File: src/rtl/nv_ram_fifo_ctrl_60x84.sv
// ---------------------------------------------------------------------------
// nv_ram_fifo_ctrl_60x84
//
// Runs a 60x84 two-port synchronous RAM as a FIFO. The RAM registers its
// read address (ra -> ra_d on re) and has an output register loaded on ore,
// fed either from mem[ra_d] or, with byp_sel, from dbyp. This block turns a
// valid/ready push port and a valid/ready pop port into those RAM strobes,
// tracks the two-stage read pipeline and keeps the entry held in ra_d safe
// from being overwritten until the output register has captured it.
//
// Optional build macro:
//   NV_RAM_FIFO_BYPASS_EN - when defined, a push into an empty pipeline is
//                           loaded straight into the RAM output register
//                           (1-cycle latency). When undefined every entry
//                           goes through the RAM (3-cycle latency).
//
// Ports:
//   nvdla_core_clk   core clock, all state on the rising edge
//   nvdla_core_rstn  asynchronous active-low reset
//   push_valid/push_ready/push_data   producer interface
//   pop_valid/pop_ready/pop_data      consumer interface (pop_data = ram_dout)
//   ram_ra/ram_re                     RAM read address and its register enable
//   ram_ore                           RAM output-register enable
//   ram_wa/ram_we/ram_di              RAM write port
//   ram_byp_sel/ram_dbyp              RAM bypass mux control and data
//   ram_dout                          RAM output register
//   fifo_count                        entries held (RAM + output register)
//   idle                              empty and no read in flight
// ---------------------------------------------------------------------------
module nv_ram_fifo_ctrl_60x84 #(
  parameter int DEPTH = 60,
  parameter int WIDTH = 84,
  parameter int AW    = 6,
  parameter int CW    = 7
) (
  input  logic             nvdla_core_clk,
  input  logic             nvdla_core_rstn,
  input  logic             push_valid,
  output logic             push_ready,
  input  logic [WIDTH-1:0] push_data,
  output logic             pop_valid,
  input  logic             pop_ready,
  output logic [WIDTH-1:0] pop_data,
  output logic [AW-1:0]    ram_ra,
  output logic             ram_re,
  output logic             ram_ore,
  output logic [AW-1:0]    ram_wa,
  output logic             ram_we,
  output logic [WIDTH-1:0] ram_di,
  output logic             ram_byp_sel,
  output logic [WIDTH-1:0] ram_dbyp,
  input  logic [WIDTH-1:0] ram_dout,
  output logic [CW-1:0]    fifo_count,
  output logic             idle
);

  logic [AW-1:0] wr_ptr;
  logic [AW-1:0] rd_ptr;
  logic [CW-1:0] ram_used;  // written, not yet captured by ore
  logic [CW-1:0] rd_avail;  // written, not yet issued via re
  logic          s1_vld;    // an address sits in the RAM's ra_d
  logic          out_vld;   // RAM output register holds unpopped data

  logic push_fire;
  logic pop_fire;
  logic out_free;
  logic adv;
  logic byp;

  function automatic logic [AW-1:0] ptr_inc(input logic [AW-1:0] p);
    return (p == AW'(DEPTH - 1)) ? '0 : p + AW'(1);
  endfunction

  // ram_used still counts the entry parked in ra_d, so the write pointer can
  // never land on it while a read of it is pending.
  assign push_ready = (ram_used < CW'(DEPTH));
  assign push_fire  = push_valid & push_ready;
  assign pop_fire   = out_vld & pop_ready;
  assign out_free   = ~out_vld | pop_ready;
  assign adv        = s1_vld & out_free;

`ifdef NV_RAM_FIFO_BYPASS_EN
  // Only bypass when nothing older is queued or in the read pipeline,
  // otherwise ordering would break.
  assign byp = push_fire & (rd_avail == '0) & ~s1_vld & out_free;
`else
  assign byp = 1'b0;
`endif

  assign ram_we      = push_fire & ~byp;
  assign ram_wa      = wr_ptr;
  assign ram_di      = push_data;
  assign ram_dbyp    = push_data;
  // A read may be issued when ra_d is empty or is being drained this cycle;
  // a word written this cycle only shows up in rd_avail next cycle.
  assign ram_re      = (rd_avail != '0) & (~s1_vld | adv);
  assign ram_ra      = rd_ptr;
  // adv and byp are exclusive since byp requires !s1_vld.
  assign ram_ore     = adv | byp;
  assign ram_byp_sel = byp;

  assign pop_valid   = out_vld;
  assign pop_data    = ram_dout;
  assign fifo_count  = ram_used + CW'(out_vld);
  assign idle        = (fifo_count == '0) & ~s1_vld;

  // NOTE: every control register sits on the asynchronous reset so an abort
  // discards the FIFO immediately; the RAM array itself is never cleared
  // because stale words are unreachable once the counters read zero.
  always_ff @(posedge nvdla_core_clk or negedge nvdla_core_rstn) begin
    if (!nvdla_core_rstn) begin
      wr_ptr   <= '0;
      rd_ptr   <= '0;
      ram_used <= '0;
      rd_avail <= '0;
      s1_vld   <= 1'b0;
      out_vld  <= 1'b0;
    end else begin
      // NOTE: non-blocking assignments here so every register sees the
      // pre-edge values of its neighbours, matching the combinational strobes.
      if (ram_we) wr_ptr <= ptr_inc(wr_ptr);
      if (ram_re) rd_ptr <= ptr_inc(rd_ptr);
      ram_used <= ram_used + CW'(ram_we) - CW'(adv);
      rd_avail <= rd_avail + CW'(ram_we) - CW'(ram_re);
      s1_vld   <= ram_re | (s1_vld & ~adv);
      out_vld  <= ram_ore | (out_vld & ~pop_fire);
    end
  end

endmodule

File: config.mk
export PLATFORM = sky130hd
export DESIGN_NAME = nv_ram_fifo_ctrl_60x84
export DESIGN_NICKNAME = d
export VERILOG_FILES = /design/src/rtl/nv_ram_fifo_ctrl_60x84.sv
export SDC_FILE = /design/constraint.sdc
export NUM_CORES = 1
export LEC_CHECK = 0
export CAP_MARGIN = 10
export CORE_AREA = 2 2 173 175
export CTS_BUF_LIST = sky130_fd_sc_hd__clkbuf_4
export DETAILED_ROUTE_END_ITERATION = 7
export DIE_AREA = 0 0 175 177
export PLACE_DENSITY = 0.53
export SYNTH_ARGS = -nofsm -noshare
export SYNTH_HDL_FRONTEND = slang
export SYNTH_SLANG_ARGS = --single-unit
File: constraint.sdc
create_clock -name nvdla_core_clk -period 3 [get_ports nvdla_core_clk]
set_input_delay 0.45 -clock nvdla_core_clk [delete_from_list [all_inputs] [get_ports nvdla_core_clk]]
set_output_delay 0.45 -clock nvdla_core_clk [all_outputs]
set_load 0.01 [all_outputs]
# Yosys cells after proc, flatten, opt, wreduce, memory -nomap -nowiden
# Index checks and enable logic that the tools add are counted.
[totals] output_inout_bits=278 ramBits=0 wordCells=35 mem_count=0 input_bits=172 romBits=0 register_bits=28 latchBits=0
[classes] n_mux=2 magnitude_cmp=1 n_shift=0 n_eq_ne=2 add_sub_neg=7 bitwise=15 mul=0 reduce_logical=2 n_div=0
[ops] operator="$add A7 B1 Y7" count=3
[ops] operator="$sub A7 B1 Y7" count=2
[ops] operator="$add A6 B1 Y6 const B" count=2
[ops] operator="$eq A6 B6 Y1 const B" count=2
[ops] operator="$mux W6" count=2
[ops] operator="$and A1 B1 Y1" count=7
[ops] operator="$logic_not A7 Y1" count=1
[ops] operator="$lt A7 B6 Y1 const B" count=1
[ops] operator="$reduce_bool A7 Y1" count=1
[ops] operator="$not A1 Y1" count=4
[ops] operator="$or A1 B1 Y1" count=4

# Depth between registers and ports, before layout
# Gate-level depths: netlist (run 1).
[logic_depth] word_depth=6 depth_mapped=14 mapped_depth_nobuf=14

# Worst setup path before layout (run 1)
# Ideal clock, no wire load.
[synth_timing] kind="reg-to-reg" startpoint="register rd_avail[5]" endpoint="register rd_avail[6]" path_stages_with_launch=15 arrival_time_ps=2789 path_buffers=0 setup_ps=99 period_less_slack_ps=2888 path_slack_ps=112 path_cell_list="dfrtp_1 inv_1 ha_1 nand2_1 o41ai_4 inv_1 ha_1 inv_1 ha_1 inv_1 fa_1 nor2b_1 o221ai_1 nor4b_1 a311oi_1"
[synth_via] elab_chain_cells=3
[synth_rtl] item="start, declared" line_no="60" source="logic [CW-1:0] rd_avail;"
[synth_rtl] item="start signal, assigned" line_no="124" source="rd_avail <= rd_avail + CW'(ram_we) - CW'(ram_re);"
[synth_rtl] item="$reduce_bool A7 Y1" line_no="96" source="assign ram_re = (rd_avail != '0) & (~s1_vld | adv);"
[synth_rtl] item="$and A1 B1 Y1" line_no="96"
[synth_rtl] item="net ram_re" line_no="45" source="output logic ram_re,"
[synth_rtl] item="$sub A7 B1 Y7" line_no="124"
# The timed path passes the listed nets, and every way through them passes these cells.
# A chain may end at the register's enable or synchronous reset.

# Worst setup path in the final report (run 1)
[layout_timing] startpoint="register rd_avail[4]" endpoint="register rd_avail[6]"
[layout_via] elab_chain_cells=3
[layout_rtl] item="branches (longest 2 deep; another with $add A7 B1 Y7)"
[layout_rtl] item="$sub A7 B1 Y7 (*)" line_no="124"
# Every way passes the cells marked *.

==> results of run 1 <==
[registers in the layout, indices dropped and copies added, names as in the netlist]
name,cells
pop_valid,1
ram_ra,6
ram_used,7
ram_wa,6
rd_avail,7
s1_vld,1
[per-layer routing]
layer,share of wire [%],vias up,global-route usage (%)
met5,0,-,0
met4,15,0,7.778
met3,16,123,3.028
met1,29,731,3.899
li1,-,738,-
met2,41,163,6.258
[worst max-delay path: stages, from the launching register on]
cell and delay [ns]:
sky130_fd_sc_hd__dfrtp_1 0.44, sky130_fd_sc_hd__inv_2 0.09, sky130_fd_sc_hd__ha_4 0.14, sky130_fd_sc_hd__nand2_2 0.07, sky130_fd_sc_hd__o41ai_4 0.35, sky130_fd_sc_hd__inv_1 0.10, sky130_fd_sc_hd__ha_1 0.28, sky130_fd_sc_hd__inv_1 0.06
sky130_fd_sc_hd__ha_2 0.18, sky130_fd_sc_hd__inv_1 0.06, sky130_fd_sc_hd__fa_2 0.38, sky130_fd_sc_hd__nor2b_4 0.13, sky130_fd_sc_hd__o221ai_2 0.11, sky130_fd_sc_hd__nor4b_1 0.15, sky130_fd_sc_hd__a311oi_1 0.22
[layout make-up]
cell class / count / area (um^2)
diodes: 1 / 2.502
clock buffers: 3 / 22.52
clock inverters: 1 / 30.03
fillers: 3342 / 26440
inverters: 26 / 97.59
multi-input cells: 134 / 1076
flip-flops and latches: 28 / 700.7
well taps: 390 / 488.0
repair buffers: 43 / 387.9
[path summary, 6_finish.rpt]
kind	endpoint	slack, ns	cells past startpoint	start
max in group asynchronous	ram_ra[1]	2.22	2	nvdla_core_rstn
max	rd_avail[6]	0.15	14	rd_avail[4]
min in group nvdla_core_clk	ram_ra[1]	0.56	2	ram_ra[1]
max reg2reg	rd_avail[6]	0.15	14	rd_avail[4]
min reg2reg	ram_ra[1]	0.56	2	ram_ra[1]
min	ram_wa[4]	0.45	2	nvdla_core_rstn
[synthesized netlist by cell type (all sizes together)]
cell type	n	area, um^2
buf	253	1899
dfrtp	28	700.7
inv	26	97.59
ha	25	312.8
nand2	18	67.56
o21ai	11	55.05
xnor2	10	87.58
a21oi	6	30.03
nor2	6	22.52
nor2b	5	31.28
a21o	4	30.03
and3	4	25.02
nand2b	4	25.02
nand4	4	25.02
o211ai	4	30.03
xor2	4	35.03
nand3	3	15.01
nor3	3	20.02
a22o	2	17.52
fa	2	40.04
mux2	2	22.52
a21boi	1	7.510
a311o	1	10.01
a311oi	1	8.760
a31oi	1	6.260
and2	1	6.260
and3b	1	8.760
conb	1	3.750
nand3b	1	7.510
nor3b	1	7.510
nor4	1	6.260
nor4b	1	8.760
o221ai	1	8.760
o31ai	1	7.510
o41ai	1	27.53
or2	1	6.260
or3	1	6.260
or4	1	7.510
[stage by stage]
stage	cells	TNS [ns]	worst slack, ns	instance area [um^2]
after global routing	626	-0.007927	-0.007927	2805
after floorplan	441	0	0.1120	3735
final	626	0	0.1479	2805
after detailed placement	616	-0.1657	-0.1450	2679
after global placement	616	0	0.003130	2679
after CTS	621	0	0.001928	2740
[report_power, final]
group	switching (mW)	internal (mW)	leakage [nW]
registers	0.227	0.562	0.332
clock network	0.133	0.135	0.0279
logic	0.833	0.958	0.769
total	1.19	1.66	1.13
[kinds of logic (layout without fill, tap and decap cells)]
logic type	after synthesis	count (layout)	synth area share [%]
simple gates	56	56	7.940
xor+xnor	14	14	3.283
compound gates	34	34	6.399
other cells	1	2	0.1004
flops	28	28	18.76
fa+ha+maj	27	27	9.447
buf+inv	279	73	53.47
mux	2	2	0.6030
[repair_timing]
action                     CTS  global route
hold buffers                 0             0
buffers inserted             1             4
cloned                       0             0
gates resized for setup      3            15
setup endpoints to repair    2             3
pin swaps                    0             4
==> reports/results.txt, run 1 <==
Final ANT Viol Nets - 0
Residual DRC - 0
leading cell type in the layout, fill and taps excluded - sky130_fd_sc_hd__dfrtp_1
commonest cells after routing, fill and taps aside - sky130_fd_sc_hd__dfrtp_1, sky130_fd_sc_hd__clkdlybuf4s50_1, sky130_fd_sc_hd__inv_1
post-synthesis area per instance - 8.469 um^2
wire length of the first global-routing pass - 11140 um
P per Cell Area - 1015 mW/mm^2
remaining global-route overflow - 0
type of destination of the critical path - flop
pins over their slew limit - 0
1st-pass router iterations - 4
fraction of the yosys area taken by sequential cells - 18.76%
CTS clock-pin slew for the worst setup and hold paths - 0.18 ns
maximum number of pins on one net before global-route repair - 29
total wire length after detailed routing - 7740 um
DIE AREA - 0.03098 mm^2
IO buf count - 28
Top-Level Pins - 450
buffers from clock root to sink, at most - 2
final critical delay including setup and external delays - 2.852 ns
total number of H-tree levels - 1
register bit count reported by yosys - 28
overall global routing resource usage - 4.767%
clock latency on the worst-skew pair - 0.36 ns
count of warnings emitted by yosys - 0
count of different cell masters after synthesis - 39
setup skew after layout - 0.01546 ns
relative area change from synthesis to final layout - -24.89%
overall die width - 175 um
worst min-delay path class - primary input to asynchronous set/reset pin
# clock sinks - 28
WHS - 0.4538 ns
starting density of the core - 12.77%
Std-Cell Rows - 63
maximum resistive drop on vdd - 0.2250 mV
chip height - 177 um
Std-Cell Core Area - 0.02924 mm^2
utilization after layout - 9.592%
TritonCTS clock tree - done
sum of net half-perimeters after detailed placement - 6140 um
arrival time worst endpoint - 3.12 ns
achievable frequency - 350.6 MHz
final count of hold timing violations - 0
fraction of layout instances using a drive strength above 1 - 15.74%
total clock buffers created by CTS - 3
number of cells produced by synthesis - 441
WS Path Type - flop to flop
data required time of the critical path - 3.26 ns
largest fanout of any net on the critical path - 2
area of the mapped netlist - 0.003735 mm^2
final estimated routing congestion in global placement - 0.7135
Worst Setup Start Kind - flop
overall power consumption - 2.848 mW
Max Cap Viol - 0
initial DRC count - 60
# setup viols final - 0
number of global-route vias before repair - 1841
number of antenna violations at the first check in global routing - 1
share of the clock period used by the worst path after layout - 95.07%
clock root buffer - sky130_fd_sc_hd__clkbuf_4
result of the run - completed
detailed-route wire length per cell - 12.36 um
average via count per standard cell - 2.804
leakage power summed over all cells - 1.129 nW
Syn Nets - 640
total via count after detailed routing - 1755
Net count, final - 435
Power figures use the tool's default switching activity.
==> inputs of run 2 (changes only) <==
- CAP_MARGIN: 10 -> 20
==> results of run 2 <==
The final DEF is identical to that of run 1; final timing and power are the same.
